==> src/rtl/nb_mode_fill.sv <==
// Writes a decoded PU's intra mode into the up-row and left-column neighbour RAMs,
// one 4x4 unit per cycle per buffer, and clears the left column at CTB start.
//
// state   | meaning
// S_IDLE  | ready; accepts clr_left (priority) or start; done pulses here
// S_FILL  | cycle k writes up[x0+k] (k<w) and left[y0+k] (k<h), k < max(w,h)
// S_CLEAR | cycle k writes left[k] = CLR_VALUE for every left-column entry
module nb_mode_fill #(
    parameter int                   ROW_ADDR_BITS = 10,
    parameter int                   COL_ADDR_BITS = 4,
    parameter int                   DATA_BITS     = 6,
    parameter logic [DATA_BITS-1:0] CLR_VALUE     = DATA_BITS'(1)
) (
    input  logic                     clk,
    input  logic                     rst_n,
    input  logic                     start,
    input  logic                     clr_left,
    input  logic [ROW_ADDR_BITS-1:0] x0,
    input  logic [COL_ADDR_BITS-1:0] y0,
    input  logic [4:0]               w,
    input  logic [4:0]               h,
    input  logic [DATA_BITS-1:0]     mode,
    output logic                     ready,
    output logic                     done,
    output logic                     up_we,
    output logic [ROW_ADDR_BITS-1:0] up_addr,
    output logic [DATA_BITS-1:0]     up_d,
    output logic                     left_we,
    output logic [COL_ADDR_BITS-1:0] left_addr,
    output logic [DATA_BITS-1:0]     left_d
);

    typedef enum logic [1:0] {
        S_IDLE  = 2'd0,
        S_FILL  = 2'd1,
        S_CLEAR = 2'd2
    } state_t;

    localparam logic [4:0] CLR_LAST = 5'(2 ** COL_ADDR_BITS);

    state_t                   state_q;
    logic [4:0]               cnt_q;
    logic [4:0]               n_q;
    logic [4:0]               w_q;
    logic [4:0]               h_q;
    logic [ROW_ADDR_BITS-1:0] x0_q;
    logic [COL_ADDR_BITS-1:0] y0_q;
    logic [DATA_BITS-1:0]     mode_q;

    logic                     ready_q;
    logic                     done_q;
    logic                     up_we_q;
    logic [ROW_ADDR_BITS-1:0] up_addr_q;
    logic [DATA_BITS-1:0]     up_d_q;
    logic                     left_we_q;
    logic [COL_ADDR_BITS-1:0] left_addr_q;
    logic [DATA_BITS-1:0]     left_d_q;

    logic [4:0]               n_in;

    assign n_in = (w > h) ? w : h;

    always_ff @(posedge clk or negedge rst_n) begin
        if (!rst_n) begin
            state_q     <= S_IDLE;
            cnt_q       <= '0;
            n_q         <= '0;
            w_q         <= '0;
            h_q         <= '0;
            x0_q        <= '0;
            y0_q        <= '0;
            mode_q      <= '0;
            ready_q     <= 1'b1;
            done_q      <= 1'b0;
            up_we_q     <= 1'b0;
            up_addr_q   <= '0;
            up_d_q      <= '0;
            left_we_q   <= 1'b0;
            left_addr_q <= '0;
            left_d_q    <= '0;
        end else begin
            done_q <= 1'b0;
            case (state_q)
                S_IDLE: begin
                    up_we_q   <= 1'b0;
                    left_we_q <= 1'b0;
                    if (clr_left) begin
                        // First clear write is issued straight from the accept edge.
                        state_q     <= S_CLEAR;
                        ready_q     <= 1'b0;
                        cnt_q       <= 5'd1;
                        left_we_q   <= 1'b1;
                        left_addr_q <= '0;
                        left_d_q    <= CLR_VALUE;
                    end else if (start) begin
                        x0_q   <= x0;
                        y0_q   <= y0;
                        w_q    <= w;
                        h_q    <= h;
                        mode_q <= mode;
                        n_q    <= n_in;
                        if (n_in == 5'd0) begin
                            done_q <= 1'b1;
                        end else begin
                            state_q     <= S_FILL;
                            ready_q     <= 1'b0;
                            cnt_q       <= 5'd1;
                            up_we_q     <= (w != 5'd0);
                            up_addr_q   <= x0;
                            up_d_q      <= mode;
                            left_we_q   <= (h != 5'd0);
                            left_addr_q <= y0;
                            left_d_q    <= mode;
                        end
                    end
                end

                S_FILL: begin
                    if (cnt_q == n_q) begin
                        state_q   <= S_IDLE;
                        ready_q   <= 1'b1;
                        done_q    <= 1'b1;
                        up_we_q   <= 1'b0;
                        left_we_q <= 1'b0;
                        cnt_q     <= '0;
                    end else begin
                        // Adding the counter at address width gives the same modulo
                        // result as a full-width sum followed by truncation.
                        up_we_q     <= (cnt_q < w_q);
                        up_addr_q   <= x0_q + ROW_ADDR_BITS'(cnt_q);
                        up_d_q      <= mode_q;
                        left_we_q   <= (cnt_q < h_q);
                        left_addr_q <= y0_q + COL_ADDR_BITS'(cnt_q);
                        left_d_q    <= mode_q;
                        cnt_q       <= cnt_q + 5'd1;
                    end
                end

                S_CLEAR: begin
                    if (cnt_q == CLR_LAST) begin
                        state_q   <= S_IDLE;
                        ready_q   <= 1'b1;
                        done_q    <= 1'b1;
                        up_we_q   <= 1'b0;
                        left_we_q <= 1'b0;
                        cnt_q     <= '0;
                    end else begin
                        up_we_q     <= 1'b0;
                        left_we_q   <= 1'b1;
                        left_addr_q <= COL_ADDR_BITS'(cnt_q);
                        left_d_q    <= CLR_VALUE;
                        cnt_q       <= cnt_q + 5'd1;
                    end
                end

                default: begin
                    state_q   <= S_IDLE;
                    ready_q   <= 1'b1;
                    up_we_q   <= 1'b0;
                    left_we_q <= 1'b0;
                    cnt_q     <= '0;
                end
            endcase
        end
    end

    assign ready     = ready_q;
    assign done      = done_q;
    assign up_we     = up_we_q;
    assign up_addr   = up_addr_q;
    assign up_d      = up_d_q;
    assign left_we   = left_we_q;
    assign left_addr = left_addr_q;
    assign left_d    = left_d_q;

endmodule

==> config.mk <==
export PLATFORM = sky130hd
export DESIGN_NAME = nb_mode_fill
export DESIGN_NICKNAME = d
export VERILOG_FILES = /design/src/rtl/nb_mode_fill.sv
export SDC_FILE = /design/constraint.sdc
export NUM_CORES = 1
export LEC_CHECK = 0
export CAP_MARGIN = 10
export CORE_MARGIN = 2
export CORE_UTILIZATION = 50
export CTS_BUF_LIST = sky130_fd_sc_hd__clkbuf_8
export CTS_CLUSTER_DIAMETER = 60
export CTS_CLUSTER_SIZE = 30
export DETAILED_ROUTE_END_ITERATION = 6
export GPL_TIMING_DRIVEN = 0
export HOLD_SLACK_MARGIN = 0.05
export PLACE_DENSITY = 0.75
export SLEW_MARGIN = 20
export SYNTH_ARGS = -nofsm -noshare
export SYNTH_HDL_FRONTEND = slang
export SYNTH_SLANG_ARGS = --single-unit
==> constraint.sdc <==
create_clock -name clk -period 2.55 [get_ports clk]
set_input_delay 0.6375 -clock clk [delete_from_list [all_inputs] [get_ports clk]]
set_output_delay 0.6375 -clock clk [all_outputs]
set_load 0.005 [all_outputs]
; ---- Word-level counts from Yosys, hierarchy flattened
; Index checks and enable logic that the tools add are counted.
; Widths: inputs -> output; s select.
[totals]
reg_bits = 72
output_inout_bits = 30
wordCells = 102
[classes]
addsub = 3
order_cmp = 3
eq_ne = 13
n_mux = 55
n_bitwise = 1
reduce_logical = 11
[op_table]
columns = op, n
row1 = $mux 10, 4
row2 = $mux 6, 6
row3 = $mux 5, 6
row4 = $mux 4, 5
row5 = $pmux 10 s2, 1
row6 = $mux 1, 19
row7 = $pmux 6 s3, 1
row8 = $pmux 5 s3, 1
row9 = $ne 2x2->1 const B, 7
row10 = $pmux 4 s3, 1
row11 = $pmux 6 s2, 1
row12 = $add 10x5->10, 1
row13 = $lt 5x5->1, 2
row14 = $mux 2, 5
row15 = $reduce_and 5->1, 2
row16 = $reduce_bool 5->1, 2
row17 = $pmux 1 s3, 3
row18 = $ne 3x3->1 const B, 2
row19 = $pmux 2 s3, 1
row20 = $add 5x1->5 const B, 1
row21 = $eq 5x5->1, 1
row22 = $eq 5x5->1 const B, 1
row23 = $gt 5x5->1, 1
row24 = $logic_not 5->1, 1
row25 = other kinds (11), 11

; ---- Logic depth before layout (Yosys ltp)
[logic_depth]
word_depth = 7
mapped_depth = 9
depth_no_buf = 9

; ---- Least setup slack after synthesis
; OpenSTA, ideal clock, no wires.
[synth_path]
path_kind = input to register
from = in h[4]
to = reg left_addr_q[0] (netlist: left_addr[0])
arrival_ns = 2.639
slack_ns = -0.213
cell_stages = 8
n_path_buf = 0
cell_sequence = inv_1 > ha_1 > a21oi_1 > o21ai_1 > o211ai_2 > a31oi_4 > a2111oi_4 > mux2_2
[synth_between]
elab_chain_len = 5
[synth_rtl]
columns = element, line
row1 = start: declaration, 21  ; input logic [4:0] h,
row2 = $gt 5x5->1, 61  ; assign n_in = (w > h) ? w : h;
row3 = $mux 5 (*), 61
row4 = $logic_not 5->1 (*), 102  ; if (n_in == 5'd0) begin
row5 = $ne 3x3->1 (no source line) (*), --
row6 = $reduce_and 5->1 (no source line) (*), --
row7 = end signal: assignment, 112  ; left_addr_q <= y0;
row8 = end signal: assignment, 133  ; left_addr_q <= y0_q + COL_ADDR_BITS'(cnt_q);
row9 = end signal: assignment, 150  ; left_addr_q <= COL_ADDR_BITS'(cnt_q);
row10 = end: declaration, 56  ; logic [COL_ADDR_BITS-1:0] left_addr_q;
; Every way passes the cells marked *; elsewhere a longest branch is shown, timed or not.
; A chain may end at the register's enable or synchronous reset.

; ---- Final worst setup path
[layout_path]
from = in h[1]
to = reg left_d_q[4] (netlist: left_d[4])
[layout_between]
elab_chain_len = 5
[layout_rtl]
columns = element, line
row1 = $gt 5x5->1, 61
row2 = $mux 5 (*), 61
row3 = $logic_not 5->1 (*), 102
row4 = $ne 3x3->1 (no source line) (*), --
row5 = $reduce_and 5->1 (no source line) (*), --
row6 = end signal: assignment, 113  ; left_d_q <= mode;
row7 = end signal: assignment, 134  ; left_d_q <= mode_q;
row8 = end: declaration, 57  ; logic [DATA_BITS-1:0] left_d_q;
; Marked as above.

==> impl_metrics.yaml <==
route:
  antenna_left: 0
  drt_drc_violations_left: 0
  route.final.wire_length_mm: 10.33
  drt_first_iter_violations: 164
  avgViaCountPerCell: 5.594
  detailroute.via_count: 3502
  route.detailed.wl_per_inst_um: 16.51
  dr.pass1.iters: 5
placed_design:
  routabilityCongestion: 0.8732
  numPortBuffers: 61
  pre_cts_ws_ns: -1.024
  dpl.hpwl_mm: 7.161
synthesis:
  syn-cell-area_um2: 4159
  synthTopCellsByArea: "dfrtp_1 43%, mux2_2 9.5%, ha_1 8.1%"
  synth_enable_flop_cells: 0
  synth_seq_cells: 72
  synthesis_warning_total: 0
  cell_taking_the_most_area_after_synthesis: "dfrtp_1"
  synth.top_cell.area_share: 0.4272
  synthCells: 433
  async_flop_share: 1.000
  yosysSeqAreaShare: 0.4335
  synth_cell_types: 52
  syn_avg_cell_area_um2: 9.605
  synth-main-ff-cell: "dfrtp_1"
  syn-num-nets: 496
finish:
  post_route_cells_drive_above_1_share: 0.1977
  synthToLayoutAreaGrowth_pct: 28.55
  layout.cells.most_common_list: "87 x nand2_1, 69 x dfrtp_1, 50 x clkdlybuf4s50_1"
  design.final.nets: 579
  fin_util: 0.6573
  mostFrequentLayoutCell: "nand2_1"
  insertedDiodeCount: 0
power:
  netSwitchingFraction: 0.3761
  p_per_area_nw_per_um2: 1093
  vdd.ir_drop.worst_v: 0.0005048
  share_seq_of_total_power: 0.345
  power.net_switching_w: 0.002198
  power.clock.fraction: 0.160
  p_int_w: 0.003646
  comb_power_share: 0.494
  p_leak_nw: 2.398
  fin_total_pwr_w: 0.005844
sta:
  worstMarginPinSlew_ns: 0.6193
  slew_violations: 0
  finClkSkew_ns: 0.01655
  max_slew_margin: 0.5844
  maxClockFrequency_mhz: 407.4
  post-route-period-util: 0.9626
  post-route-worst-setup-slack_ns: 0.09549
  setup_viol: 0
  unrepaired_setup_endpoints_after_global_routing: "false"
  totalNegativeSetupSlack_ns: 0
  timing.final.crit_period_ns: 2.455
  final_hold_viol_count: 0
global_route:
  grt_max_degree: 40
  grt_remaining_overflow: 0
  first_global_vias: 3483
  grt_first_pass_wirelength_mm: 16.98
  antenna_found_initial: 0
  grt_use_total: 0.2441
flow_run:
  maxCapViolations: 0
clock_network:
  clock_tree.htree_level_count: 3
  clock-sinks: 72
  cts_inserted_buffers: 9
  cts-root-buf: "clkbuf_8"
  worst_skew_late_latency_ns: 0.36
  cts_tree: "done"
  cts_buffer_depth: 2
  clk_transition_reported_paths_ns: 0.08
floorplan:
  die_height_um: 95.20
  placement_rows: 33
  die_area_um2: 9063
  core_region_area_um2: 8134
  floorplan.initialDensity: 0.5113
  io-pin-count: 64
  dieWidth_um: 95.20
worst_setup_path:
  worst_ep_arrival_time_ns: 2.70
  critPathLaunchType: "input port"
  cpPeakStageDelay_ns: 0.33
  crit-reg2reg-launch: "cnt_q[3]"
  cp_cell_sequence: "buf_2 > inv_2 > ha_4 > nand4_1 > o211ai_1 > o21a_2 > a31oi_4 > a2111oi_4 > bufbuf_16 > mux2_2"
  reg2reg_depth: 7
  timing.critical_path.fanout_max: 5
  regToRegSetupSlack_ns: 0.15
  timing.rr.end: "cnt_q[0]"
  setup.worst_path.end_class: "flip-flop"
  criticalPathCategory: "in -> reg"
  required_ns: 2.80
  critPathSlowestCell: "bufbuf_16"
hold_path:
  hp-class: "in -> async"
outcome:
  status: "completed"
-- kinds of logic after synthesis --
kind of cell | synth area share
compound gates | 0.1558
fa+ha+maj | 0.09085
flops | 0.4335
mux | 0.1044
simple gates | 0.1447
xor+xnor | 0.02948
buf+inv | 0.04121
-- power groups by stage --
stage	sequential (W)	combinational, W	clock, W
CTS	0.00201	0.00284	0.000949
finish	0.00202	0.00289	0.000936
global route	0.00208	0.00320	0.000993
detailed placement	0.00203	0.00267	0
global placement	0.00201	0.00261	0
floorplan	0.00198	0.00170	0
-- routing by layer --
metal	routed length, um	GRT usage	vias up
met5	0	0	-
met4	155	0.07971	0
met3	462	0.04269	18
met2	5066	0.4219	101
met1	4650	0.3100	1707
li1	-	-	1676
-- worst max-delay path, delay by kind of cell --
kind	cells	cell delay, ns
buffers and inverters	3	0.55
AND/OR/NAND/NOR	1	0.12
AO/OA/AOI/OAI	4	0.82
multiplexers	1	0.32
adder cells (fa/ha/maj)	1	0.27
-- stage by stage --
stage / hold slack [ns] / area [um^2] / instances
after floorplan: 0.3419 / 4230 / 433
after global placement: 0.4631 / 4972 / 599
after detailed placement: 0.4697 / 4990 / 600
after CTS: 0.2577 / 5316 / 625
after global routing: 0.2904 / 5346 / 626
final: 0.2428 / 5346 / 626
-- Yosys cell counts, drive strengths merged, types with 5 or more instances --
library cell,n
inv,28
xnor2,11
ha,27
nand2,87
a31oi,7
and2,5
clkbuf,14
nand3,6
nor2,19
a21oi,14
o21ai,42
dfrtp,71
mux2,35
-- sequential cells by signal, indices dropped and copies added, names as in the netlist --
register and flops:
cnt_q 5, done 1, h_q 5, left_addr 4, left_d 6, left_we 1
mode_q 6, n_q 5, ready 1, state_q 2, up_addr 10, up_d 6
up_we 1, w_q 5, x0_q 10, y0_q 4
-- what timing repair did --
item                                    in CTS  in global routing
resized for setup                           45                  7
endpoints found under the setup margin      30                 29
hold buffers                                 0                  0
buffers inserted                             8                  1
cloned                                       1                  0
pin swaps                                   10                  1
-- area by class of cell --
type | count | area (um^2)
Buffer | 16 | 66.31
Multi-Input combinational cell | 316 | 2322
Sequential cell | 72 | 1805
Fill cell | 645 | 2788
Clock inverter | 7 | 78.83
Clock buffer | 9 | 123.9
Timing Repair Buffer | 72 | 703.2
Inverter | 29 | 115.1
Tap cell | 105 | 131.4
-- worst max-delay path by stage --
stage,from,end,slack (ns),cells past startpoint
detailed placement,h[2],left_d[3],-1.02,9
finish,h[1],left_d[4],0.1,10
global route,cnt_q[3],cnt_q[0],0.02,7
global placement,rst_n,up_addr[5],-1.69,1
CTS,h[1],left_d[4],0.003,10
floorplan,h[2],left_addr[0],-0.04,8
No activity file was read; power rests on OpenSTA's default activity.
